**config.mk**
```make
export PLATFORM = sky130hd
export DESIGN_NAME = spi_slave
export DESIGN_NICKNAME = d
export VERILOG_FILES = /design/src/rtl/spi_pkg.sv /design/src/rtl/spi_shift_rx.sv /design/src/rtl/spi_slave.sv
export SDC_FILE = /design/constraint.sdc
export NUM_CORES = 1
export LEC_CHECK = 0
export ABC_AREA = 1
export CAP_MARGIN = 20
export CORE_UTILIZATION = 25
export CTS_BUF_LIST = sky130_fd_sc_hd__clkbuf_8
export DETAILED_ROUTE_END_ITERATION = 6
export GPL_TIMING_DRIVEN = 1
export PLACE_DENSITY = 0.46
export SLEW_MARGIN = 0
export SYNTH_ARGS = -nofsm -noshare
export SYNTH_HDL_FRONTEND = slang
export SYNTH_SLANG_ARGS = --single-unit
```
**constraint.sdc**
```tcl
create_clock -name clk -period 2.1 [get_ports clk]
set_clock_uncertainty 0.2 [all_clocks]
set_input_delay 0.315 -clock clk [delete_from_list [all_inputs] [get_ports clk]]
set_output_delay 0.315 -clock clk [all_outputs]
set_load 0.01 [all_outputs]
```
**src/rtl/spi_pkg.sv**
```systemverilog
// Shared state encoding and command codes for the SPI front end of the single-port RAM.
package spi_pkg;

  typedef enum logic [2:0] {
    IDLE,
    CHK_CMD,
    WRITE,
    READ_ADD,
    READ_DATA
  } state_e;

  localparam logic [1:0] CMD_WR_ADDR = 2'b00;
  localparam logic [1:0] CMD_WR_DATA = 2'b01;
  localparam logic [1:0] CMD_RD_ADDR = 2'b10;
  localparam logic [1:0] CMD_RD_DATA = 2'b11;

endpackage

```
**src/rtl/spi_shift_rx.sv**
```systemverilog
// Serial-in MSB-first shift register with a saturating bit counter; done marks the edge
// that samples the last bit of a CW-bit word.
module spi_shift_rx
  import spi_pkg::*;
#(
  parameter int unsigned CW = 10
) (
  input  logic          clk,
  input  logic          rst_n,
  input  logic          clr,
  input  logic          en,
  input  logic          mosi,
  output logic [CW-1:0] word_o,
  output logic          done_o,
  output logic          full_o
);

  // one extra count value so the counter can hold CW without wrapping for any CW
  localparam int unsigned CNT_W = $clog2(CW + 1);
  localparam logic [CNT_W-1:0] CNT_LAST = CNT_W'(CW - 1);
  localparam logic [CNT_W-1:0] CNT_FULL = CNT_W'(CW);

  logic [CW-2:0]    shift_q, shift_d;
  logic [CNT_W-1:0] cnt_q, cnt_d;

  always_comb begin
    word_o  = {shift_q, mosi};
    done_o  = en && (cnt_q == CNT_LAST);
    full_o  = (cnt_q == CNT_FULL);
    shift_d = shift_q;
    cnt_d   = cnt_q;
    if (clr) begin
      shift_d = '0;
      cnt_d   = '0;
    end else if (en && (cnt_q != CNT_FULL)) begin
      shift_d = word_o[CW-2:0];
      cnt_d   = cnt_q + CNT_W'(1);
    end
  end

  always_ff @(posedge clk or negedge rst_n) begin
    if (!rst_n) begin
      shift_q <= '0;
      cnt_q   <= '0;
    end else begin
      shift_q <= shift_d;
      cnt_q   <= cnt_d;
    end
  end

endmodule

```
**src/rtl/spi_slave.sv**
```systemverilog
// SPI slave: deserialises {cmd, payload} words for the RAM and shifts read data back out on MISO.
module spi_slave
  import spi_pkg::*;
#(
  parameter int unsigned DATA_W = 8
) (
  input  logic              clk,
  input  logic              rst_n,
  input  logic              SS_n,
  input  logic              MOSI,
  output logic              MISO,
  output logic [DATA_W+1:0] rx_data,
  output logic              rx_valid,
  input  logic [DATA_W-1:0] tx_data,
  input  logic              tx_valid
);

  localparam int unsigned CW    = DATA_W + 2;
  localparam int unsigned TXC_W = $clog2(DATA_W);

  state_e            state_q, state_d;
  logic              rd_seen_q, rd_seen_d;
  logic [CW-1:0]     rx_data_q, rx_data_d;
  logic              rx_valid_q, rx_valid_d;
  logic              miso_q, miso_d;
  logic [DATA_W-1:0] tx_sh_q, tx_sh_d;
  logic [TXC_W-1:0]  tx_cnt_q, tx_cnt_d;
  logic              tx_act_q, tx_act_d;
  logic              tx_fin_q, tx_fin_d;

  logic          sh_en, sh_done, sh_full;
  logic [CW-1:0] sh_word;

  assign sh_en = !SS_n && (state_q inside {WRITE, READ_ADD, READ_DATA});

  spi_shift_rx #(.CW(CW)) u_shift_rx (
    .clk    (clk),
    .rst_n  (rst_n),
    .clr    (SS_n),
    .en     (sh_en),
    .mosi   (MOSI),
    .word_o (sh_word),
    .done_o (sh_done),
    .full_o (sh_full)
  );

  always_comb begin
    state_d    = state_q;
    rd_seen_d  = rd_seen_q;
    rx_data_d  = rx_data_q;
    rx_valid_d = 1'b0;
    miso_d     = 1'b0;
    tx_sh_d    = tx_sh_q;
    tx_cnt_d   = tx_cnt_q;
    tx_act_d   = tx_act_q;
    tx_fin_d   = tx_fin_q;
    if (SS_n) begin
      state_d  = IDLE;
      tx_act_d = 1'b0;
      tx_fin_d = 1'b0;
      tx_cnt_d = '0;
    end else begin
      if (sh_done) begin
        rx_data_d  = sh_word;
        rx_valid_d = 1'b1;
      end
      unique case (state_q)
        IDLE:      state_d = CHK_CMD;
        CHK_CMD:   state_d = MOSI ? (rd_seen_q ? READ_DATA : READ_ADD) : WRITE;
        WRITE:     ;
        READ_ADD:  if (sh_done) rd_seen_d = 1'b1;
        READ_DATA: begin
          if (sh_done) rd_seen_d = 1'b0;
          // tx_valid only matters once the command word is in and no shift-out has happened yet
          if (tx_act_q) begin
            if (tx_cnt_q != '0) begin
              miso_d   = tx_sh_q[DATA_W-2];
              tx_sh_d  = tx_sh_q << 1;
              tx_cnt_d = tx_cnt_q - TXC_W'(1);
            end else begin
              tx_act_d = 1'b0;
              tx_fin_d = 1'b1;
            end
          end else if (sh_full && !tx_fin_q && tx_valid) begin
            miso_d   = tx_data[DATA_W-1];
            tx_sh_d  = tx_data;
            tx_cnt_d = TXC_W'(DATA_W - 1);
            tx_act_d = 1'b1;
          end
        end
        default:   state_d = IDLE;
      endcase
    end
  end

  always_ff @(posedge clk or negedge rst_n) begin
    if (!rst_n) begin
      state_q    <= IDLE;
      rd_seen_q  <= 1'b0;
      rx_data_q  <= '0;
      rx_valid_q <= 1'b0;
      miso_q     <= 1'b0;
      tx_sh_q    <= '0;
      tx_cnt_q   <= '0;
      tx_act_q   <= 1'b0;
      tx_fin_q   <= 1'b0;
    end else begin
      state_q    <= state_d;
      rd_seen_q  <= rd_seen_d;
      rx_data_q  <= rx_data_d;
      rx_valid_q <= rx_valid_d;
      miso_q     <= miso_d;
      tx_sh_q    <= tx_sh_d;
      tx_cnt_q   <= tx_cnt_d;
      tx_act_q   <= tx_act_d;
      tx_fin_q   <= tx_fin_d;
    end
  end

  assign MISO     = miso_q;
  assign rx_data  = rx_data_q;
  assign rx_valid = rx_valid_q;

endmodule

```
Word level (Yosys, flattened, before mapping):

Index checks and enable logic that the tools add are counted.

* eq/ne operators: 13
* add/subtract/negate cells: 2
* muxes and demuxes: 35
* reduce and logical (&&, ||, !) cells: 22
* bitwise logic cells: 1

Operator list (count)
* $mux W3: 8
* $mux W7: 3
* $mux W1: 18
* $mux W9: 2
* $reduce_bool A2 Y1: 5
* $pmux W3 S3: 1
* $reduce_bool A3 Y1: 3
* $eq A4 B4 Y1 const B: 2
* $mux W4: 2
* $reduce_and A4 Y1: 2
* $eq A3 B2 Y1 const B: 2
* $ne A2 B2 Y1 const B: 3
* $reduce_and A3 Y1: 2
* $logic_and A1 B1 Y1: 5
* $add A4 B1 Y4 const B: 1
* $ne A2 B1 Y1 const B: 2
* $ne A4 B4 Y1 const B: 1
* $eq A3 B1 Y1 const B: 1
* $eq A3 B3 Y1 const B: 1
* $logic_not A3 Y1: 1
* $ne A3 B2 Y1 const B: 1
* $reduce_or A3 Y1: 1
* $sub A3 B1 Y3 const B: 1
* $logic_not A1 Y1: 2
* 3 further kinds: 3

* word-level logic and storage cells: 84
* bits of input ports: 13
* output and inout bits: 12
* register bits: 41

Longest topological paths before layout:

* depth after elaboration: 7
* mapped depth: 10
* depth with buffers taken out: 10

Hierarchy:

From an unflattened synthesis, not the netlist that was laid out.

* cell total of the unflattened synthesis: 244
* area, all modules: 2023.2 um^2

By module, submodules not included
* spi_slave: area an instance 1360.1 um^2, cells each 167, seq. area each 700.7 um^2, times used 1
* spi_shift_rx: area an instance 663.1 um^2, cells each 77, seq. area each 325.3 um^2, times used 1

Worst setup path after synthesis:

OpenSTA, ideal clock, no wires.

* path kind: register to register
* start: reg u_shift_rx.cnt_q[0]
* end: reg tx_sh_q[1]
* clock period less this slack: 1.573 ns
* setup time: 0.118 ns
* path slack: 0.527 ns
* path buffers: 0
* data arrival time: 1.255 ns
* cell stages (with the launch flop): 8
* data required time: 1.782 ns
* path through: dfrtp_1 -> inv_1 -> ha_1 -> nand3_4 -> o21bai_4 -> nand3_4 -> nand2_1 -> nand2_1

* longest elaborated chain between the ends: 5

Ends and longest elaborated chain
* from (decl): line spi_shift_rx.sv:24 `logic [CNT_W-1:0] cnt_q, cnt_d;`
* from (signal assigned): line spi_shift_rx.sv:47 `cnt_q <= cnt_d;`
* $eq A4 B4 Y1: line spi_shift_rx.sv:29 `full_o = (cnt_q == CNT_FULL);`
* $logic_and A1 B1 Y1 (2 in a row): line spi_slave.sv:84 `end else if (sh_full && !tx_fin_q && tx_valid) begin`
* $reduce_bool A2 Y1 (no line)
* $reduce_and A4 Y1 (no line)
* to (signal assigned): line spi_slave.sv:113 `tx_sh_q <= tx_sh_d;`
* to (decl): line spi_slave.sv:26 `logic [DATA_W-1:0] tx_sh_q, tx_sh_d;`

Every way passes these cells.
A chain may end at the register's enable or synchronous reset.

Final worst setup path:

* start: reg u_shift_rx.cnt_q[0]
* end: reg tx_cnt_q[2]

* longest elaborated chain between the ends: 5

Ends and longest elaborated chain
* $eq A4 B4 Y1: line spi_shift_rx.sv:29
* $logic_and A1 B1 Y1 (2 in a row): line spi_slave.sv:84
* $reduce_bool A3 Y1 (no line)
* $reduce_and A3 Y1 (no line)
* to (signal assigned): line spi_slave.sv:114 `tx_cnt_q <= tx_cnt_d;`
* to (decl): line spi_slave.sv:27 `logic [TXC_W-1:0] tx_cnt_q, tx_cnt_d;`

Every way passes these cells.

==> results.md <==
Status:
- The flow ran to the end, and the final reports show no timing, DRC or antenna violations.

Detailed routing:
- The total via count after detailed routing is 1,581.
- The routed wire length is 4.33 mm.
- The wire length per cell is 11.8 um.
- The detail-routed via count per cell is 4.30.
- Once detail routing completed, the nets flagged for antenna violations numbered 0.
- The DRC violation total after the first TritonRoute iteration is 65.
- After detailed routing, the number of remaining DRC violations is 0.
- The first detailed-routing pass took 4 iterations.

Setup path:
- STA puts the critical path data required time at 2.08 ns.
- The startpoint of the most critical setup path is u_shift_rx.cnt_q[0]$_DFFE_PN0P_.
- The class of the most critical setup path is flop to flop.
- STA classifies the critical path startpoint as a flop.
- The worst setup path is captured at a flop.
- In this run the register-to-register setup slack is 0.32 ns.
- The endpoint of the worst register-to-register path is tx_cnt_q[2]$_DFFE_PN0P_.
- The critical-path maximum fanout is 16.
- The worst reg2reg path startpoint is u_shift_rx.cnt_q[0]$_DFFE_PN0P_.
- The number of cells on the worst reg-to-reg path is 7.
- The data arrival time of the worst path is 1.77 ns.

Global route:
- The number of antenna violations at the first check in global routing is 0.
- In the global route stage, overall resource usage came out at 0.117.
- The largest net degree at the start of global routing is 42.
- The via count of the first global-routing pass is 1,606.
- After global routing the overflow that remains totals 0.
- The first global-routing pass estimated 7.82 mm of wire.

Floorplanning:
- The height of the die is 91.3 um.
- The die covers 0.00834 sq mm.
- Pin placement for this block handled 25 I/O pins.
- The starting density of the core is 0.258.
- The number of placement rows is 32.
- The width of the die is 91.3 um.
- The core box area is 0.00773 sq mm.

Synth:
- Of the post-synthesis cell area, the dominant cell type holds 0.514.
- A synthesized cell averages 8.52 sq um.
- Of the synthesized area, sequential elements account for 0.514.
- Ranked by total cell area, the synthesized netlist is headed by dfrtp_1 51%, nand2_1 17%, nand3_1 7.0%.
- After synthesis the netlist holds a flip-flop and latch count of 41.
- The gate count of the mapped netlist is 234.
- The total nets after synthesis is 252.
- The post-synthesis instance area is 0.00199 sq mm.
- For this run, the number of Yosys warnings is 0.
- Yosys mapped the design onto 27 distinct sky130hd cell types.
- The synthesized design spends more area on one cell type than any other, namely dfrtp_1.

Final layout:
- The number of fill cells in the layout is 812.
- The finished layout cell area is 0.00248 sq mm.
- The number of nets in the finished design is 283.
- The antenna diode instance count is 0.
- The area growth from synthesis to final layout is 24.2%.
- The proportion of layout cells with a drive suffix above 1 is 0.109.

Place:
- During placement, the flow inserted port buffers numbering 24.
- After detailed placement, the total cell area comes to 0.00236 sq mm.
- Detailed placement finished with a half-perimeter wire length of 2.90 mm.
- At the placement stage, the worst setup path has a slack of 0.164 ns.
- At the end of routability-driven placement, the weighted congestion stood at 0.737.

Clock tree:
- TritonCTS built the clock tree.
- After clock tree synthesis, the clock-pin slew on the worst setup and hold paths is 0.08 ns.
- The maximum buffer depth of the clock tree is 2.
- The clock latency reported for the late side of the worst-skew pair is 0.29 ns.
- The clock tree synthesis step divided the H-tree into 2 levels.
- The number of clock sinks seen by CTS is 41.
- The clock root buffer is clkbuf_8.
- Clock tree synthesis inserted a total of 5 buffers.

STA:
- The number of failing hold endpoints at the final stage is 0.
- The tightest hold path in the finished design has a slack of 0.271 ns.
- Headroom to the max-slew limit came out at 0.741.
- The count of pins over their slew limit came to 0.
- Setup slack on the critical path of the routed design comes to 0.318 ns.
- The measured slew at the worst slew-check pin is 0.388 ns.
- For this run, the top clock speed supported by timing is 561 MHz.
- Setup repair after global routing left no endpoint under its margin.
- Summed over all failing endpoints, the final setup total negative slack is 0 ns.
- Setup violations remaining at the end of the flow were counted as 0.
- The share of the clock period used by the worst path is 0.849.
- The routed design could run at a clock period as short as 1.78 ns.

Hold path:
- The start point of the worst hold path is u_shift_rx.shift_q[8]$_DFFE_PN0P_.
- The worst min-delay path category is flop to flop.
- The worst-case hold path end point is rx_data[9]$_DFFE_PN0P_.
- The hold-critical path depth is 2.

Power and ir drop:
- The largest vdd supply drop is 0.000196 V.
- The power per cell area is 636 mW/mm^2.
- The leakage dissipation is 1.28 nW.
- Total power for the finished layout comes to 1.57 mW.

Flow run:
- Max-cap violations in this run came to 0.
==> report_power, final <==
group          internal [mW]  leakage, nW  switching (mW)  total, mW
Clock                  0.297       0.0542           0.273      0.570
Sequential             0.812        0.566          0.0272      0.839
Combinational         0.0692        0.662          0.0963      0.165
Total                   1.18         1.28           0.396       1.57
==> area by class of cell <==
cell class              instances  area, sq um  area share
clock buffers                   7         96.3      0.0389
clock inverters                 1         5.00     0.00202
inverters                      19         71.3      0.0288
multi-input cells             167          847       0.342
flip-flops and latches         41         1030       0.414
well taps                     102          128      0.0515
repair buffers                 31          303       0.122
==> what timing repair did <==
action / in CTS / in global routing
gates resized for setup: 0 / 0
hold buffers: 1 / 0
buffers inserted: 0 / 0
hold endpoints to repair: 41 / 0
==> worst max-delay path by stage <==
stage,endpoint,slack [ns],depth (start not counted)
after floorplan,tx_sh_q[1]$_DFFE_PN0P_,0.53,7
after global placement,rx_data[6]$_DFFE_PN0P_,0.18,8
after detailed placement,rx_data[6]$_DFFE_PN0P_,0.16,8
after CTS,tx_sh_q[1]$_DFFE_PN0P_,0.29,7
after global routing,tx_sh_q[4]$_DFFE_PN0P_,0.16,7
final,tx_cnt_q[2]$_DFFE_PN0P_,0.32,7
==> critical path, stage by stage, from the launching register on <==
cell and delay [ns]:
dfrtp_1 0.44, inv_1 0.10, ha_1 0.19, nand3_4 0.21
o21ai_1 0.28, nand2_1 0.13, nand2_1 0.08, nand2_1 0.04
==> state kept, by name, summed over array words and instances, names as in the netlist <==
| signal | count |
|---|---|
| MISO | 1 |
| rd_seen_q | 1 |
| rx_data | 10 |
| rx_valid | 1 |
| state_q | 3 |
| tx_act_q | 1 |
| tx_cnt_q | 3 |
| tx_fin_q | 1 |
| tx_sh_q | 7 |
| u_shift_rx.cnt_q | 4 |
| u_shift_rx.shift_q | 9 |
==> layout by cell type (no fill, tap or decap), drive strengths merged, types with 3 or more instances in the layout <==
master	netlist	layout
nand2	95	95
dfrtp	41	41
nand3	32	32
clkdlybuf4s50	0	23
inv	19	19
nand4	11	11
nor2	8	8
clkbuf	0	7
buf	7	7
ha	5	5
o21ai	5	5
a21oi	3	3
==> stage by stage <==
| step | util | instances |
|---|---|---|
| final | 0.320 | 368 |
| after global placement | 0.306 | 359 |
| after floorplan | - | 234 |
| after detailed placement | 0.306 | 359 |
| after global routing | 0.320 | 368 |
| after CTS | 0.320 | 368 |
==> cells by family (layout without fill, tap and decap cells) <==
| group | count (synthesis) | after routing | synth area share |
|---|---|---|---|
| xor+xnor | 1 | 1 | 0.00439 |
| mux | 1 | 1 | 0.00502 |
| flops | 41 | 41 | 0.514 |
| fa+ha+maj | 5 | 5 | 0.0314 |
| simple gates | 148 | 148 | 0.343 |
| compound gates | 12 | 12 | 0.0408 |
| buf+inv | 26 | 58 | 0.0608 |
==> per-layer routing <==
layer | vias up | track usage | share of wire
li1 | 826 | - | -
met1 | 726 | 0.163 | 0.51
met2 | 25 | 0.179 | 0.45
met3 | 4 | 0.0226 | 0.026
met4 | 0 | 0.0437 | 0.011
met5 | - | 0 | 0
==> synth_stat cells (all sizes together) <==
library cell,count
a21oi,3
mux2i,1
nor2,8
nand3,32
nand4,11
nand2,95
o21ai,5
inv,19
xor2,1
ha,5
a31o,1
o31ai,1
and3,1
nand3b,1
dfrtp,41
o22ai,1
o21bai,1
buf,7
(Power assumes the default switching activity.)
